`src/rtl/palette_pkg.sv`:
```
// rtl/palette_pkg.sv - shared palette mode and band colour definitions
package palette_pkg;

  // Palette selection held in the mode register; RSVD renders as GRAY.
  typedef enum logic [1:0] {
    GRAY = 2'd0,
    BAND = 2'd1,
    GRAD = 2'd2,
    RSVD = 2'd3
  } palette_mode_t;

  // Band colour chosen by the two low index bits in BAND mode.
  localparam logic [1:0] BAND_RED   = 2'd0;
  localparam logic [1:0] BAND_GREEN = 2'd1;
  localparam logic [1:0] BAND_BLUE  = 2'd2;
  localparam logic [1:0] BAND_WHITE = 2'd3;

  // Only the banded and gradient palettes follow the rotating offset.
  function automatic logic mode_rotates(input palette_mode_t m);
    return (m == BAND) || (m == GRAD);
  endfunction

endpackage

```
`src/rtl/palette_rot_ctrl.sv`:
```
// rtl/palette_rot_ctrl.sv - palette mode register and per-frame rotation offset
module palette_rot_ctrl
  import palette_pkg::*;
#(
  parameter int ITER_W   = 8,
  parameter int ROT_STEP = 1
) (
  input  logic              clk,
  input  logic              rst,
  input  logic [1:0]        mode,
  input  logic              mode_wr,
  input  logic              frame_tick,
  output palette_mode_t     mode_q,
  output logic [ITER_W-1:0] offset
);

  // Step truncated to the offset width so the counter wraps modulo 2^ITER_W.
  localparam logic [ITER_W-1:0] STEP = ITER_W'(ROT_STEP);

  // Mode register: loaded on the write strobe, independent of frame_tick.
  always_ff @(posedge clk or posedge rst) begin
    if (rst) begin
      mode_q <= GRAY;
    end else if (mode_wr) begin
      mode_q <= palette_mode_t'(mode);
    end
  end

  // Rotation offset: advances once per frame, natural wrap at the top.
  always_ff @(posedge clk or posedge rst) begin
    if (rst) begin
      offset <= '0;
    end else if (frame_tick) begin
      offset <= offset + STEP;
    end
  end

endmodule

```
`src/rtl/color_palette_pipe.sv`:
```
// rtl/color_palette_pipe.sv - two-stage iteration-count to RGB palette pipeline
module color_palette_pipe
  import palette_pkg::*;
#(
  parameter int ITER_W   = 8,
  parameter int COLOR_W  = 8,
  parameter int ROT_STEP = 1
) (
  input  logic                 clk,
  input  logic                 rst,
  input  logic                 in_valid,
  output logic                 in_ready,
  input  logic [ITER_W-1:0]    in_iter,
  input  logic                 in_inset,
  input  logic [1:0]           mode,
  input  logic                 mode_wr,
  input  logic                 frame_tick,
  output logic                 out_valid,
  input  logic                 out_ready,
  output logic [3*COLOR_W-1:0] out_rgb
);

  palette_mode_t     mode_q;
  logic [ITER_W-1:0] offset;

  palette_rot_ctrl #(
    .ITER_W   (ITER_W),
    .ROT_STEP (ROT_STEP)
  ) u_rot (
    .clk        (clk),
    .rst        (rst),
    .mode       (mode),
    .mode_wr    (mode_wr),
    .frame_tick (frame_tick),
    .mode_q     (mode_q),
    .offset     (offset)
  );

  // Stage 1: palette index, inset flag and the mode the sample was accepted under.
  logic              s1_valid;
  logic              s1_inset;
  logic [ITER_W-1:0] s1_idx;
  palette_mode_t     s1_mode;

  // Stage 2: final colour, driven straight to the output.
  logic                 s2_valid;
  logic [3*COLOR_W-1:0] s2_rgb;

  logic              s1_adv;
  logic [ITER_W-1:0] in_idx;

  // Stage 1 moves forward whenever stage 2 is empty or being drained.
  assign s1_adv   = !s2_valid || out_ready;
  assign in_ready = !s1_valid || s1_adv;

  // The offset is folded in at acceptance so a later frame_tick cannot
  // change the colour of a sample already in flight.
  assign in_idx = mode_rotates(mode_q) ? (in_iter + offset) : in_iter;

  // Stage 1 register: load on every ready cycle, payload only with a sample.
  always_ff @(posedge clk or posedge rst) begin
    if (rst) begin
      s1_valid <= 1'b0;
      s1_inset <= 1'b0;
      s1_idx   <= '0;
      s1_mode  <= GRAY;
    end else if (in_ready) begin
      s1_valid <= in_valid;
      if (in_valid) begin
        s1_inset <= in_inset;
        s1_idx   <= in_idx;
        s1_mode  <= mode_q;
      end
    end
  end

  // Grey level: top COLOR_W index bits, or the index left-aligned and
  // zero-filled when the iteration count is narrower than a channel.
  logic [COLOR_W-1:0] g;
  logic [COLOR_W-1:0] g_shl;
  logic [COLOR_W-1:0] cmax;
  logic [COLOR_W-1:0] czero;

  generate
    if (ITER_W >= COLOR_W) begin : g_trunc
      assign g = s1_idx[ITER_W-1 -: COLOR_W];
    end else begin : g_pad
      assign g = {s1_idx, {(COLOR_W-ITER_W){1'b0}}};
    end
  endgenerate

  assign g_shl = g << 1;
  assign cmax  = '1;
  assign czero = '0;

  logic [3*COLOR_W-1:0] rgb_next;

  // Colour lookup for the stage 1 sample; inset points are always black.
  always_comb begin
    rgb_next = '0;
    if (!s1_inset) begin
      case (s1_mode)
        BAND: begin
          case (s1_idx[1:0])
            BAND_RED:   rgb_next = {cmax,  czero, czero};
            BAND_GREEN: rgb_next = {czero, cmax,  czero};
            BAND_BLUE:  rgb_next = {czero, czero, cmax};
            BAND_WHITE: rgb_next = {cmax,  cmax,  cmax};
            default:    rgb_next = '0;
          endcase
        end
        GRAD:    rgb_next = {g, g_shl, ~g};
        default: rgb_next = {g, g, g};
      endcase
    end
  end

  // Stage 2 register: holds while stalled so out_rgb stays stable.
  always_ff @(posedge clk or posedge rst) begin
    if (rst) begin
      s2_valid <= 1'b0;
      s2_rgb   <= '0;
    end else if (s1_adv) begin
      s2_valid <= s1_valid;
      if (s1_valid) begin
        s2_rgb <= rgb_next;
      end
    end
  end

  assign out_valid = s2_valid;
  assign out_rgb   = s2_rgb;

endmodule
```
`config.mk`:
```
export PLATFORM = sky130hd
export DESIGN_NAME = color_palette_pipe
export DESIGN_NICKNAME = d
export VERILOG_FILES = /design/src/rtl/palette_pkg.sv /design/src/rtl/palette_rot_ctrl.sv /design/src/rtl/color_palette_pipe.sv
export SDC_FILE = /design/constraint.sdc
export NUM_CORES = 1
export LEC_CHECK = 0
export CORE_AREA = 2 2 76 78
export CTS_CLUSTER_DIAMETER = 60
export CTS_CLUSTER_SIZE = 20
export DETAILED_ROUTE_END_ITERATION = 10
export DIE_AREA = 0 0 78 80
export PLACE_DENSITY = 0.83
export REMOVE_ABC_BUFFERS = 1
export SLEW_MARGIN = 10
export SYNTH_ARGS = -nofsm -noshare
export SYNTH_HDL_FRONTEND = slang
export SYNTH_HIERARCHICAL = 1
export SYNTH_SLANG_ARGS = --single-unit
```
`constraint.sdc`:
```
create_clock -name clk -period 2 [get_ports clk]
set_input_delay 0.4 -clock clk [delete_from_list [all_inputs] [get_ports clk]]
set_output_delay 0.4 -clock clk [all_outputs]
set_load 0.01 [all_outputs]
```
==> metrics.md, run 1 <==
| Metric | Value |
|---|---|
| Status | `finished, final reports clean` |
| Clk pin slew, worst setup/hold paths | `roughly 0.08 ns` |
| Fin. Hold Viols | `0` |
| Vias | `2083` |
| Fill count | `around 450` |
| Vias in the first global route | `between 2000 and 2500` |
| Ys Warns | `6` |
| Post-placement cell area | `between 0.003 and 0.004 mm²` |
| WL per Instance | `about 14 µm` |
| Final setup vio count | `0` |
| Max Freq | `0.509 GHz` |
| TritonCTS buffer count | `5` |
| Placed insts | `about 390` |
| Period utilization | `between 90% and 100%` |
| H-Tree Depth | `2` |
| Compound-gate portion of the synthesized area | `20.0%` |
| Syn Area/Cell | `about 9.6 µm²` |
| Worst Path Required | `2.19 ns` |
| GRT overflow | `0` |
| Pwr/cell area | `1300 mW/mm²` |
| Layout net count | `about 360` |
| Synth Area in XOR/XNOR | `slightly below 4%` |
| Post-synthesis sequential area ratio | `about 48%` |
| Initial antenna violation count | `0` |
| Async SR Flop Fraction | `100%` |
| Largest family of logic cells by synthesized area | `compound AO/OA/AOI/OAI gates` |
| Post-synth top flop | `dfrtp_1` |
| Critical path peak fanout | `3` |
| Hold crit path type | `in2async` |
| Max_cap viols | `0` |
| Clk root buf | `clkbuf_8` |
| RSZ-0062 raised after global routing | `true` |
| Die area | `roughly 0.0062 mm²` |
| ANT nets after route | `0` |
| Simple-Gate Fraction of Synth Area | `12.0%` |
| Synth Area in Adders | `roughly 8%` |
| First-pass GRT wire length | `9.45 mm` |
| Mapped Area | `about 0.0024 mm²` |
| Detailed placer's ending HPWL | `4.03 mm` |
| # diodes | `0` |
| Chip height | `around 80 µm` |
| Worst setup SP type | `flip-flop` |
| TritonCTS clock tree | `built` |
| Port bufs | `42` |
| CTS max path bufs | `2` |
| Core Area | `0.00541 mm²` |
| Lkg Pwr | `approximately 1.5 nW` |
| First-pass DRT Iterations | `4` |
| Relative slew slack | `a little over half` |
| Vias per cell | `5.27` |
| Crit end category | `flip-flop` |
| Fraction of layout cells with a size suffix above 1 | `between 15 and 20%` |
| Pin count of the biggest net entering global routing | `38` |
| Clock skew | `about 0.0055 ns` |
| Yosys reg bits | `47` |
| Remaining DRCs | `0` |
| Clock sink count | `47` |
| Cell Rows | `27` |
| Final Critical Period | `slightly below 2 ns` |
| Peak supply drop | `approximately 0.74 mV` |
| Reg-to-reg slack, setup | `0.04 ns` |
| WS Path Type | `reg2reg` |
| GRT Resource Usage Total | `19.2%` |
| Worst Path Arrival | `~2.2 ns` |
| Synthesis-to-finish area growth | `35.7%` |
| Slew Limit Fails | `0` |
| Cell variety after synth | `42` |
| Post-synth EDFFs | `0` |
| Design area | `approximately 0.0033 mm²` |
| Starting density of the core | `45.3%` |
| Final wirelength | `roughly 5.7 mm` |
| Clock latency on the worst-skew pair | `approximately 0.30 ns` |
| Multiplexer share of the synthesized area | `~3.6%` |
| Synth Instances | `255` |
| Routability Congestion | `about 0.83` |
| Final core occ | `61.5%` |
| IO Pins | `43` |
| Die width | `78 µm` |
| Non-filler cells, final | `395` |
| DR iter-0 viols | `between 200 and 250` |
| Worst-Margin Slew | `around 0.7 ns` |
==> synth_stat cells (2+ instances only) <==
library cell	n	area, µm²
ha_1	14	175
nor3_1	2	10.0
xnor2_1	5	43.8
nor2b_1	2	12.5
nor2_1	8	30.0
buf_6	2	22.5
dfrtp_1	47	1180
clkbuf_1	5	18.8
or3_1	2	12.5
inv_1	18	67.6
nand4_1	2	12.5
xor2_1	6	52.6
mux2_2	6	67.6
o211ai_1	2	15.0
mux2i_1	2	20.0
nand2_1	36	135
nand2b_1	3	18.8
a21oi_1	31	155
a211oi_1	2	15.0
o21ai_0	38	190
==> final timing paths <==
kind | start | depth (start not counted) | endpoint
setup reg to reg | u_rot/offset[2] | 6 | g[7]
min in group clk | out_rgb[3] | 2 | out_rgb[3]
hold reg to reg | out_rgb[3] | 2 | out_rgb[3]
max in group asynchronous | rst | 3 | s1_valid
setup / recovery | u_rot/offset[2] | 6 | g[7]
hold / removal | rst | 2 | u_rot/mode_q[1]
==> cell families after synthesis <==
family,after synthesis
mux,8
compound gates,87
simple gates,62
fa+ha+maj,15
buf+inv,25
xor+xnor,11
flops,47
==> per-layer routing <==
| metal | routed length, µm | share of wire, % | track usage, % |
|---|---|---|---|
| met5 | 0 | 0 | 0 |
| met2 | 3020 | 53 | 36.0 |
| met4 | 121 | 2.1 | 7.02 |
| met3 | 195 | 3.4 | 2.71 |
| met1 | 2360 | 41 | 22.2 |
==> layout by cell type (no fill, tap or decap), types with 2 or more instances in the layout <==
master            n
nor3_2            2
o21ai_0          36
xor2_1            6
dlygate4sd2_1     3
clkdlybuf4s50_1  37
nand2b_1          3
nand2_1          35
o21ai_1           2
xnor2_1           5
o211ai_1          2
a211oi_1          2
mux2_2            6
nand4_1           2
ha_1              8
ha_4              5
a21oi_2           2
a21oi_1          29
buf_4            26
inv_1            18
dfrtp_1          47
dlymetal6s2s_1    2
nor2_1            8
clkbuf_8          5
mux2i_1           2
==> power by group <==
| group | switching [W] | leakage [nW] | internal, W |
|---|---|---|---|
| Sequential | 0.000272 | 0.585 | 0.00127 |
| Clock | 0.000305 | 0.0513 | 0.000366 |
| Combinational | 0.00102 | 0.868 | 0.00109 |
==> per-stage QoR <==
stage | setup slack, ns | setup TNS [ns] | hold WS, ns | total power, W
2_1_floorplan | 0.0960 | 0 | 0.240 | 0.00255
3_3_place_gp | -0.386 | -1.49 | 0.469 | 0.00335
3_5_place_dp | -0.416 | -1.69 | 0.470 | 0.00344
4_1_cts | 0.00342 | 0 | 0.418 | 0.00420
5_1_grt | -0.0567 | -0.0567 | 0.434 | 0.00464
6_report | 0.0352 | 0 | 0.400 | 0.00432
==> sequential cells by signal (all words and copies together), names as in the netlist <==
name	flops
out_rgb	24
u_rot/mode_q	2
g	8
s1_mode	2
s1_inset	1
out_valid	1
s1_valid	1
u_rot/offset	8
==> worst max-delay path, stage by stage (launching register included) <==
cell	delay (ns)
dfrtp_1	0.42
ha_4	0.26
o211ai_1	0.26
nor3_2	0.10
or3_4	0.39
and4_4	0.18
o31a_1	0.24
==> layout make-up <==
type                    count  area [µm²]  area share (%)
well taps                  72        90.1            2.71
flip-flops and latches     47        1180            35.4
inverters                  18        67.6            2.03
clock buffers               6        72.6            2.18
multi-input cells         183        1270            38.2
repair buffers             68         617            18.6
clock inverters             1        30.0           0.904
==> repair_timing <==
action | 4_1_cts | 5_1_grt
hold buffers | 0 | 0
gates resized for setup | 13 | 10
pin swaps | 5 | 3
setup endpoints to repair | 3 | 9
setup buffers | 0 | 2
No activity file was read; power rests on OpenSTA's default activity.
==> inputs of run 2 (changes only) <==
--- a/config.mk
+++ b/config.mk
@@ -12,7 +12,7 @@
 export DIE_AREA = 0 0 78 80
 export PLACE_DENSITY = 0.83
 export REMOVE_ABC_BUFFERS = 1
-export SLEW_MARGIN = 10
+export SLEW_MARGIN = 25
 export SYNTH_ARGS = -nofsm -noshare
 export SYNTH_HDL_FRONTEND = slang
 export SYNTH_HIERARCHICAL = 1
==> results of run 2 <==
No change in the layout: final DEF, timing and power equal those of run 1.
